### config.mk
export PLATFORM = sky130hd
export DESIGN_NAME = uart_rx
export DESIGN_NICKNAME = d
export VERILOG_FILES = /design/src/rtl/uart_rx.sv
export SDC_FILE = /design/constraint.sdc
export NUM_CORES = 1
export LEC_CHECK = 0
export CAP_MARGIN = 10
export CORE_MARGIN = 2
export CORE_UTILIZATION = 44
export DETAILED_ROUTE_END_ITERATION = 6
export PLACE_DENSITY = 0.61
export SLEW_MARGIN = 5
export SYNTH_ARGS = -nofsm -noshare
export SYNTH_HDL_FRONTEND = slang
export SYNTH_SLANG_ARGS = --single-unit
### constraint.sdc
create_clock -name clk -period 4 [get_ports clk]
set_clock_uncertainty 0.2 [all_clocks]
set_input_delay 0.4 -clock clk [delete_from_list [all_inputs] [get_ports clk]]
set_output_delay 0.4 -clock clk [all_outputs]
set_load 0.05 [all_outputs]
### src/rtl/uart_rx.sv
// 8N1 UART receiver: oversamples the line, validates the start bit, samples each bit at its centre
// and holds the byte in a one-entry valid/ready buffer with framing-error and overrun pulses.
`timescale 1ns/1ps
module uart_rx #(
    parameter int unsigned CLKS_PER_BIT = 5208
) (
    input  logic       clk,
    input  logic       reset_n,
    input  logic       uart_rxd,
    output logic [7:0] rx_data,
    output logic       rx_valid,
    input  logic       rx_ready,
    output logic       rx_frame_err,
    output logic       rx_overrun,
    output logic       rx_busy
);

    localparam int unsigned CW = $clog2(CLKS_PER_BIT);
    localparam logic [CW-1:0] BIT_LAST  = CW'(CLKS_PER_BIT - 1);
    localparam logic [CW-1:0] HALF_LAST = CW'(CLKS_PER_BIT / 2 - 1);

    typedef enum logic [2:0] {
        S_IDLE,
        S_START,
        S_DATA,
        S_STOP,
        S_WAIT_IDLE
    } state_t;

    state_t      r_state;
    logic [CW-1:0] r_cnt;
    logic [2:0]  r_bit_idx;
    logic [7:0]  r_shift;
    logic        r_sync1;
    logic        r_sync2;
    logic        r_frame_err;
    logic        r_busy;
    logic [7:0]  r_data;
    logic        r_valid;
    logic        r_overrun;

    logic w_rxd_s;
    logic w_bit_end;
    logic w_load;

    assign w_rxd_s   = r_sync2;
    assign w_bit_end = (r_cnt == BIT_LAST);
    assign w_load    = (r_state == S_STOP) && w_bit_end && w_rxd_s;

    // Two-flop synchronizer; resets to the idle (high) line level
    always_ff @(posedge clk or negedge reset_n) begin
        if (!reset_n) begin
            r_sync1 <= 1'b1;
            r_sync2 <= 1'b1;
        end else begin
            r_sync1 <= uart_rxd;
            r_sync2 <= r_sync1;
        end
    end

    // Frame FSM: start validation at half a bit, then one sample per bit period
    always_ff @(posedge clk or negedge reset_n) begin
        if (!reset_n) begin
            r_state     <= S_IDLE;
            r_cnt       <= '0;
            r_bit_idx   <= '0;
            r_shift     <= '0;
            r_frame_err <= 1'b0;
            r_busy      <= 1'b0;
        end else begin
            r_frame_err <= 1'b0;
            case (r_state)
                S_IDLE: begin
                    if (!w_rxd_s) begin
                        r_cnt   <= '0;
                        r_state <= S_START;
                        r_busy  <= 1'b1;
                    end
                end
                S_START: begin
                    if (r_cnt == HALF_LAST) begin
                        r_cnt <= '0;
                        if (!w_rxd_s) begin
                            r_bit_idx <= '0;
                            r_state   <= S_DATA;
                        end else begin
                            r_state <= S_IDLE;
                            r_busy  <= 1'b0;
                        end
                    end else begin
                        r_cnt <= r_cnt + CW'(1);
                    end
                end
                S_DATA: begin
                    if (w_bit_end) begin
                        r_cnt              <= '0;
                        r_shift[r_bit_idx] <= w_rxd_s;
                        if (r_bit_idx == 3'd7) begin
                            r_state <= S_STOP;
                        end else begin
                            r_bit_idx <= r_bit_idx + 3'd1;
                        end
                    end else begin
                        r_cnt <= r_cnt + CW'(1);
                    end
                end
                S_STOP: begin
                    if (w_bit_end) begin
                        r_cnt <= '0;
                        if (w_rxd_s) begin
                            r_state <= S_IDLE;
                            r_busy  <= 1'b0;
                        end else begin
                            r_frame_err <= 1'b1;
                            r_state     <= S_WAIT_IDLE;
                        end
                    end else begin
                        r_cnt <= r_cnt + CW'(1);
                    end
                end
                S_WAIT_IDLE: begin
                    // A held-low line (break) parks here instead of producing bytes
                    if (w_rxd_s) begin
                        r_state <= S_IDLE;
                        r_busy  <= 1'b0;
                    end
                end
                default: begin
                    r_state <= S_IDLE;
                    r_busy  <= 1'b0;
                end
            endcase
        end
    end

    // One-entry holding buffer; a load with a simultaneous drain is not an overrun
    always_ff @(posedge clk or negedge reset_n) begin
        if (!reset_n) begin
            r_data    <= '0;
            r_valid   <= 1'b0;
            r_overrun <= 1'b0;
        end else begin
            r_overrun <= 1'b0;
            if (w_load) begin
                r_data  <= r_shift;
                r_valid <= 1'b1;
                if (r_valid && !rx_ready) begin
                    r_overrun <= 1'b1;
                end
            end else if (r_valid && rx_ready) begin
                r_valid <= 1'b0;
            end
        end
    end

    assign rx_data      = r_data;
    assign rx_valid     = r_valid;
    assign rx_frame_err = r_frame_err;
    assign rx_overrun   = r_overrun;
    assign rx_busy      = r_busy;

endmodule

==> results of run 1 <==
## where the power goes
part / switching, mW / leakage (nW) / internal, mW
combinational: 0.00912 / 0.449 / 0.00311
clock: 0.147 / 0.0574 / 0.203
sequential: 0.00261 / 0.546 / 0.416
## flip-flops by register name, indices dropped and copies added (netlist names)
name and flops:
r_bit_idx 3, r_cnt 13, r_shift 8, r_state 3, r_sync1 1, r_sync2 1
rx_busy 1, rx_data 8, rx_frame_err 1, rx_overrun 1, rx_valid 1
## worst paths after layout
check                           slack, ns    endpoint
worst max-delay path                 1.11    r_cnt[3]
worst min register to register       0.15     r_sync2
worst max register to register       1.11    r_cnt[3]
max in group asynchronous            3.00   r_cnt[12]
worst min-delay path                 0.03  r_state[1]
min in group clk                     0.15     r_sync2
## metrics by stage
stage / hold slack, ns / area, um^2 / utilization, %
2_1_floorplan: -0.09559 / 2071 / -
5_1_grt: 0.1124 / 2374 / 53.41
4_1_cts: 0.08077 / 2374 / 53.41
3_5_place_dp: 0.1479 / 2253 / 50.70
6_report: 0.03227 / 2374 / 53.41
3_3_place_gp: 0.1474 / 2253 / 50.70
## final cells by class
cell class	count	area (um^2)	area share (%)
well taps	52	65.06	2.741
multi-input cells	141	988.4	41.64
repair buffers	15	145.1	6.115
clock inverters	2	37.54	1.581
inverters	7	26.28	1.107
clock buffers	6	82.58	3.479
flip-flops and latches	41	1028	43.33
## synthesized netlist by cell type (all sizes together) (2+ instances only)
library cell	count	area [um^2]
nand2	16	60.06
clkbuf	4	15.01
nor3b	2	15.01
nor4b	3	38.79
nor4	3	33.78
nand3	6	35.03
ha	4	50.05
nand4b	4	35.03
a22o	3	26.28
nand4	7	50.05
mux2	16	180.2
nor2b	2	12.51
a21o	2	15.01
nor2	10	37.54
or3	7	43.79
a31oi	2	12.51
nor3	4	31.28
a21oi	13	65.06
or2	2	12.51
xnor2	3	26.28
dfrtp	39	975.9
dfstp	2	52.55
buf	3	12.51
inv	7	26.28
o211ai	2	15.01
o21ai	16	80.08
and3	2	12.51
and4	2	17.52
nand2b	3	18.77
## critical path, stage by stage, from the launching register on
cell and delay [ns]:
dfrtp_1 0.46, or4_4 0.55, nor3_4 0.37, a2bb2oi_1 0.73, o21ai_0 0.24, a21o_1 0.23
## cell families (layout without fill, tap and decap cells)
logic type / after synthesis / count (layout)
multiplexers: 16 / 16
flip-flops: 41 / 41
adder cells (fa/ha/maj): 4 / 4
buffers and inverters: 14 / 30
AO/OA/AOI/OAI: 42 / 42
XOR/XNOR: 3 / 3
AND/OR/NAND/NOR: 76 / 76
## layer usage
metal,vias up,part of all wire (%)
met2,59,45
li1,747,-
met1,767,47
met5,-,0
met3,9,6.1
met4,0,1.6
## placed cells by master, fill, tap and decap left out, types with 4 or more instances in the layout
cell type | Yosys | routed
nor2_1 | 10 | 10
clkdlybuf4s50_1 | 0 | 14
nand2_1 | 16 | 16
nand4b_1 | 4 | 4
dfrtp_1 | 39 | 39
clkbuf_8 | 0 | 6
nand4_1 | 6 | 6
or3_1 | 7 | 7
inv_1 | 7 | 7
ha_1 | 4 | 4
nand3_1 | 5 | 5
o21ai_0 | 16 | 16
a21oi_1 | 13 | 13
mux2_2 | 16 | 16
==> results.sh, run 1 <==
export IMPL_status="finished, final reports clean"
export IMPL_clock_tree_buffer_depth=2
export IMPL_rsz0062_at_grt="no"
export IMPL_yosys_warnings=0
export IMPL_die_w_um=72.60
export IMPL_worstMarginPinSlew_ns=0.9104
export IMPL_wl_per_cell_um=15.73
export IMPL_synth_mux_area_share_pct=8.701
export IMPL_synth_top_family_by_area="simple AND/OR/NAND/NOR gates"
export IMPL_synth_flop_cell="dfrtp_1"
export IMPL_routed_wl_um=4153
export IMPL_synthXorXnorAreaFrac_pct=1.269
export IMPL_post_route_drc_count=0
export IMPL_holdBufCountCts=0
export IMPL_cp_arrival_ns=2.87
export IMPL_grt_pass1_vias=1586
export IMPL_met1_usage_pct=24.55
export IMPL_antenna_found_initial=0
export IMPL_initial_core_util_pct=46.59
export IMPL_core_area_um2=4444
export IMPL_hold_violations=0
export IMPL_grt_use_total_pct=17.51
export IMPL_ir_drop_mv=0.2568
export IMPL_ctsResizeCount=0
export IMPL_finalCritPeriodShare_pct=72.32
export IMPL_antenna_left=0
export IMPL_synth_seq_area_share_pct=49.67
export IMPL_setup_worst_path_start="r_cnt[7]"
export IMPL_synth_nets=204
export IMPL_synth_compound_area_share_pct=11.90
export IMPL_hpwl_um=2822
export IMPL_top_usage_layer="met2"
export IMPL_finalPower_uw=780.6
export IMPL_clk_pin_slew_worst_paths_ns=0.09
export IMPL_die_height_um=72.60
export IMPL_leakage_nw=1.052
export IMPL_grt_first_pass_wirelength_um=7265
export IMPL_die_area_um2=5271
export IMPL_maxCapViolCount=0
export IMPL_drtIter0Drc=148
export IMPL_io_buffers=15
export IMPL_grt_overflow=0
export IMPL_final_max_slew_violation_count=0
export IMPL_setup_viol=0
export IMPL_post_cts_buffers=0
export IMPL_worstSetupPathType="flip-flop to flip-flop"
export IMPL_hp_class="primary input to asynchronous set/reset pin"
export IMPL_clock_sinks=41
export IMPL_endpoint_kind="flip-flop"
export IMPL_power_density_nw_per_um2=328.9
export IMPL_required_ns=3.98
export IMPL_clk_insertion_delay_late_ns=0.29
export IMPL_n_antenna_cell=0
export IMPL_fin_ws_ns=1.107
export IMPL_nets=219
export IMPL_cts_tree="built"
export IMPL_relSlewSlack_pct=39.31
export IMPL_ios=16
export IMPL_netlist_area_um2=2071
export IMPL_fin_tns_setup_ns=0
export IMPL_fp_row_count=24
export IMPL_async_reset_ff_share_pct=100.0
export IMPL_dr_pass1_iters=4
export IMPL_synthDistinctLibCells=42
export IMPL_fillers=404
export IMPL_vias_per_cell=5.992
export IMPL_syn_to_final_growth_pct=14.62
export IMPL_ff2ff_path_depth=5
export IMPL_ys_ff_latch=41
export IMPL_cts_root_buf="clkbuf_8"
export IMPL_synthAdderAreaFrac_pct=2.417
export IMPL_htreeDepth=2
export IMPL_startpoint_type="flip-flop"
export IMPL_worstReg2RegStart="r_cnt[7]"
export IMPL_cts_made_buffers=5
export IMPL_postSynthAreaPerCell_um2=10.56
export IMPL_fin_crit_ns=2.893
export IMPL_use_met2_pct=26.67
export IMPL_grt_max_degree=42
export IMPL_synth_edf_count=0
export IMPL_dp_slack_ns=1.226
export IMPL_synthSimpleGateAreaFrac_pct=23.44
export IMPL_via_count=1582
export IMPL_drive_gt1_share_pct=16.98
export IMPL_final_cells=264
export IMPL_critPathMaxFanout=11
export IMPL_dp_cells=256
export IMPL_fmax_mhz=345.7
export IMPL_globalplace_congestion=0.8544
export IMPL_gr_usage_met3_pct=3.591
export IMPL_synth_cells=196
Power figures use the tool's default switching activity.
==> run 2, diff against run 1 <==
--- a/config.mk
+++ b/config.mk
@@ -9,7 +9,7 @@
 export CORE_MARGIN = 2
 export CORE_UTILIZATION = 44
 export DETAILED_ROUTE_END_ITERATION = 6
-export PLACE_DENSITY = 0.61
+export PLACE_DENSITY = 0.63
 export SLEW_MARGIN = 5
 export SYNTH_ARGS = -nofsm -noshare
 export SYNTH_HDL_FRONTEND = slang
==> constraint.sdc (replaced) <==
create_clock -name clk -period 2.5 [get_ports clk]
set_clock_uncertainty 0.2 [all_clocks]
set_input_delay 0.25 -clock clk [delete_from_list [all_inputs] [get_ports clk]]
set_output_delay 0.25 -clock clk [all_outputs]
set_load 0.05 [all_outputs]
==> results.sh, run 2 (same netlist as run 1, synthesis figures left out) <==
export IMPL_top_usage_layer="met2"
export IMPL_endpoint_kind="flip-flop"
export IMPL_dp_slack_ns=0.1009
export IMPL_use_met2_pct=27.88
export IMPL_core_area_um2=4444
export IMPL_worstMarginPinSlew_ns=0.8933
export IMPL_n_antenna_cell=0
export IMPL_fin_crit_ns=2.391
export IMPL_post_cts_buffers=0
export IMPL_startpoint_type="flip-flop"
export IMPL_met1_usage_pct=25.74
export IMPL_fmax_mhz=418.2
export IMPL_nets=229
export IMPL_final_seq_area_um2=1030
export IMPL_hold_violations=0
export IMPL_critPathMaxFanout=9
export IMPL_grt_use_total_pct=18.07
export IMPL_vias_per_cell=5.628
export IMPL_gr_usage_met3_pct=4.144
export IMPL_layout_common_cells="38 x dfrtp_1, 16 x mux2_2, 16 x nand2_1, 16 x o21ai_0, 14 x clkdlybuf4s50_1"
export IMPL_relSlewSlack_pct=40.45
export IMPL_grt_max_degree=42
export IMPL_whs_ns=0.1591
export IMPL_grt_first_pass_wirelength_um=7514
export IMPL_setup_viol=0
export IMPL_hpwl_um=2959
export IMPL_drive_gt1_share_pct=21.17
export IMPL_die_height_um=72.60
export IMPL_initial_core_util_pct=46.59
export IMPL_cp_arrival_ns=2.37
export IMPL_status="finished, final reports clean"
export IMPL_antenna_found_initial=0
export IMPL_die_area_um2=5271
export IMPL_fillers=404
export IMPL_wl_per_cell_um=15.30
export IMPL_dp_cells=265
export IMPL_clk_pin_slew_worst_paths_ns=0.08
export IMPL_largest_reg_flops=13
export IMPL_power_density_nw_per_um2=467.5
export IMPL_multi_input_area_um2=994.7
export IMPL_drtIter0Drc=52
export IMPL_fp_row_count=24
export IMPL_via_count=1542
export IMPL_final_cells=274
export IMPL_grt_pass1_vias=1579
export IMPL_antenna_left=0
export IMPL_io_buffers=15
export IMPL_largest_register="r_cnt"
export IMPL_final_common_cell="dfrtp_1"
export IMPL_ios=16
export IMPL_final_area_um2=2435
export IMPL_clock_tree_buffer_depth=2
export IMPL_syn_to_final_growth_pct=17.58
export IMPL_fin_tns_setup_ns=0
export IMPL_ir_drop_mv=0.3585
export IMPL_final_max_slew_violation_count=0
export IMPL_post_route_drc_count=0
export IMPL_cts_made_buffers=5
export IMPL_rsz0062_at_grt="no"
export IMPL_die_w_um=72.60
export IMPL_routed_wl_um=4191
export IMPL_htreeDepth=2
export IMPL_clk_insertion_delay_late_ns=0.29
export IMPL_finalCritPeriodShare_pct=95.64
export IMPL_grt_overflow=0
export IMPL_cts_tree="built"
export IMPL_leakage_nw=1.099
export IMPL_cts_root_buf="clkbuf_8"
export IMPL_fin_ws_ns=0.1089
export IMPL_dr_pass1_iters=4
export IMPL_hp_class="primary input to flip-flop"
export IMPL_clock_sinks=41
export IMPL_required_ns=2.48
export IMPL_place_area_um2=2321
export IMPL_worstSetupPathType="flip-flop to flip-flop"
export IMPL_globalplace_congestion=0.8538
export IMPL_maxCapViolCount=0
## run 2: cell types whose count changed in the layout (fill, tap and decap cells not counted), sizes merged
cell         change
buf              +9
bufinv           -1
clkinvlp         -1
dlygate4sd3      +1
clkinv           +2
## run 2: cell type report
cell class	count	area share, %
clock buffer	6	3.392
clock inverter	2	0.5653
inverter	7	1.079
multi-input combinational	141	40.85
sequential	41	42.29
tap	52	2.672
timing repair buffer	25	9.147
## run 2: power by group
part	total (mW)	internal (mW)	switching, mW
clock network	0.448	0.224	0.224
logic	0.0202	0.00595	0.0143
registers	0.670	0.666	0.00445
total	1.14	0.895	0.243
## run 2: worst paths after layout
path / from / endpoint / slack [ns] / depth (start not counted)
worst min register to register: r_sync1 / r_sync2 / 0.16 / 0
worst min-delay path: uart_rxd / r_sync1 / 0.16 / 1
worst max-delay path: r_cnt[11] / rx_data[1] / 0.11 / 4
max in group asynchronous: reset_n / r_cnt[11] / 1.07 / 2
min in group asynchronous: reset_n / r_cnt[4] / 0.43 / 2
worst max register to register: r_cnt[11] / rx_data[1] / 0.11 / 4
## run 2: worst max-delay path, cell delays in order (launching register included)
cell and delay (ns):
dfrtp_2 0.44, or4b_1 0.58, nor4_4 0.31, nand4_2 0.34, mux2_2 0.40
## run 2: layer usage
metal	share of wire [%]	up-vias
met5	0	-
met3	3.3	5
met1	51	748
li1	-	765
met2	45	24
met4	1.1	0
## run 2: per-stage QoR
| step | total power [mW] | util [%] |
|---|---|---|
| detailed placement | 0.7035 | 52.22 |
| finish | 1.138 | 54.79 |
| CTS | 1.158 | 54.62 |
| global placement | 0.7029 | 52.22 |
| global route | 1.190 | 54.79 |
| floorplan | 0.6848 | - |
## run 2: what timing repair did
| action | 4_1_cts | 5_1_grt |
|---|---|---|
| endpoints found under the setup margin | 0 | 3 |
| hold buffers | 1 | 0 |
| endpoints found under the hold margin | 39 | 0 |
| gates resized for setup | 0 | 2 |
==> run 3, diff against run 2 <==
--- a/config.mk
+++ b/config.mk
@@ -9,7 +9,7 @@
 export CORE_MARGIN = 2
 export CORE_UTILIZATION = 44
 export DETAILED_ROUTE_END_ITERATION = 6
-export PLACE_DENSITY = 0.63
+export PLACE_DENSITY = 0.61
 export SLEW_MARGIN = 5
 export SYNTH_ARGS = -nofsm -noshare
 export SYNTH_HDL_FRONTEND = slang
==> constraint.sdc (replaced) <==
create_clock -name clk -period 2.88 [get_ports clk]
set_clock_uncertainty 0.2 [all_clocks]
set_input_delay 0.288 -clock clk [delete_from_list [all_inputs] [get_ports clk]]
set_output_delay 0.288 -clock clk [all_outputs]
set_load 0.05 [all_outputs]
==> results.sh, run 3 (same netlist as run 1, synthesis figures left out) <==
export IMPL_maxCapViolCount=0
export IMPL_grt_use_total_pct=17.64
export IMPL_worstSetupPathType="flip-flop to flip-flop"
export IMPL_cts_made_buffers=5
export IMPL_drive_gt1_share_pct=17.29
export IMPL_layout_common_cells="39 x dfrtp_1, 16 x mux2_2, 16 x nand2_1, 16 x o21ai_0, 14 x clkdlybuf4s50_1"
export IMPL_setup_viol=0
export IMPL_initial_core_util_pct=46.59
export IMPL_clock_tree_buffer_depth=2
export IMPL_nets=221
export IMPL_rsz0062_at_grt="no"
export IMPL_required_ns=2.86
export IMPL_cp_top_family="simple AND/OR/NAND/NOR gates"
export IMPL_clock_sinks=41
export IMPL_die_height_um=72.60
export IMPL_clkPwrFrac_pct=44.9
export IMPL_fin_tns_setup_ns=0
export IMPL_startpoint_type="flip-flop"
export IMPL_ios=16
export IMPL_ir_drop_mv=0.3201
export IMPL_grt_overflow=0
export IMPL_clk_insertion_delay_late_ns=0.30
export IMPL_seqPwrFrac_pct=53.5
export IMPL_core_area_um2=4444
export IMPL_post_cts_buffers=0
export IMPL_clk_pin_slew_worst_paths_ns=0.08
export IMPL_vias_per_cell=5.966
export IMPL_status="finished, final reports clean"
export IMPL_worstPathCellList="or4_4 > nor3_4 > nand3_2 > nor4b_2 > mux2_2"
export IMPL_post_route_drc_count=0
export IMPL_wl_per_cell_um=15.67
export IMPL_worstMarginPinSlew_ns=0.9016
export IMPL_final_max_slew_violation_count=0
export IMPL_cp_arrival_ns=2.57
export IMPL_htreeDepth=2
export IMPL_largest_register="r_cnt"
export IMPL_fillers=394
export IMPL_drtIter0Drc=76
export IMPL_switching_share_pct=20.40
export IMPL_hp_class="flip-flop to flip-flop"
export IMPL_switchingPower_uw=221.7
export IMPL_final_seq_area_um2=1028
export IMPL_dr_pass1_iters=4
export IMPL_grt_max_degree=42
export IMPL_power_density_nw_per_um2=454.4
export IMPL_fp_row_count=24
export IMPL_final_common_cell="dfrtp_1"
export IMPL_antenna_left=0
export IMPL_antenna_found_initial=0
export IMPL_endpoint_kind="flip-flop"
export IMPL_comb_power_share_pct=1.6
export IMPL_routed_wl_um=4168
export IMPL_hold_violations=0
export IMPL_fmax_mhz=386.2
export IMPL_p_int_uw=864.9
export IMPL_cp_num_buf_inv=0
export IMPL_leakage_nw=1.062
export IMPL_finalPower_mw=1.087
export IMPL_critPathMaxFanout=9
export IMPL_relSlewSlack_pct=39.89
export IMPL_fin_crit_ns=2.589
export IMPL_die_area_um2=5271
export IMPL_grt_pass1_vias=1445
export IMPL_globalplace_congestion=0.8296
export IMPL_hpwl_um=2850
export IMPL_io_buffers=15
export IMPL_critical_path_slowest_cell="or4_4"
export IMPL_syn_to_final_growth_pct=15.47
export IMPL_n_antenna_cell=0
export IMPL_cts_root_buf="clkbuf_8"
export IMPL_cts_tree="built"
export IMPL_worst_r2r_setup_slack_ns=0.29
export IMPL_multi_input_area_um2=988.4
export IMPL_die_w_um=72.60
export IMPL_grt_first_pass_wirelength_um=7217
export IMPL_slowest_delay_ns=0.57
export IMPL_largest_reg_flops=13
export IMPL_via_count=1587
export IMPL_finalCritPeriodShare_pct=89.91
## run 3: cell count changes in the layout (fill, tap and decap cells not counted), sizes merged
| cell | change |
|---|---|
| buf | -8 |
| bufinv | +1 |
| clkinvlp | +1 |
| clkinv | -2 |
## run 3: power by group through the flow
stage	clock [mW]	combinational (mW)	sequential (mW)
floorplan	0	0.00401	0.590
global placement	0	0.0174	0.593
detailed placement	0	0.0179	0.593
CTS	0.496	0.0188	0.581
global route	0.519	0.0209	0.582
finish	0.488	0.0176	0.581
## run 3: final cells by class
cell class                      count  share of cell area (%)
Sequential cell                    41                   43.01
Multi-Input combinational cell    141                   41.34
Inverter                            7                   1.099
Clock inverter                      2                   1.570
Timing Repair Buffer               17                   6.803
Tap cell                           52                   2.721
Clock buffer                        6                   3.454
## run 3: through the flow
step	utilization [%]	setup slack, ns	instance area, um^2	instances	hold slack [ns]
3_5_place_dp	50.87	0.3013	2261	257	0.1473
6_report	53.80	0.2906	2391	266	0.1578
2_1_floorplan	-	0.5371	2071	196	-0.2076
4_1_cts	53.80	0.2793	2391	266	0.1590
5_1_grt	53.80	0.1798	2391	266	0.1645
3_3_place_gp	50.87	0.3561	2261	257	0.1472
## run 3: layer usage
layer	GRT usage (%)	routed length [um]
met2	27.17	1906
met3	3.453	189
met5	0	0
met1	25.40	2020
met4	5.144	52
## run 3: timing repair
action / in CTS / in global routing
resized for setup: 0 / 0
endpoints found under the hold margin: 39 / 0
hold buffers: 1 / 0
endpoints found under the setup margin: 0 / 0
## run 3: worst paths after layout
path | from | to | cells after the start
max | r_cnt[11] | r_shift[2] | 5
max in group asynchronous | reset_n | rx_data[7] | 2
min | r_sync1 | r_sync2 | 0
min reg2reg | r_sync1 | r_sync2 | 0
max reg2reg | r_cnt[11] | r_shift[2] | 5
min in group asynchronous | reset_n | r_state[2] | 2
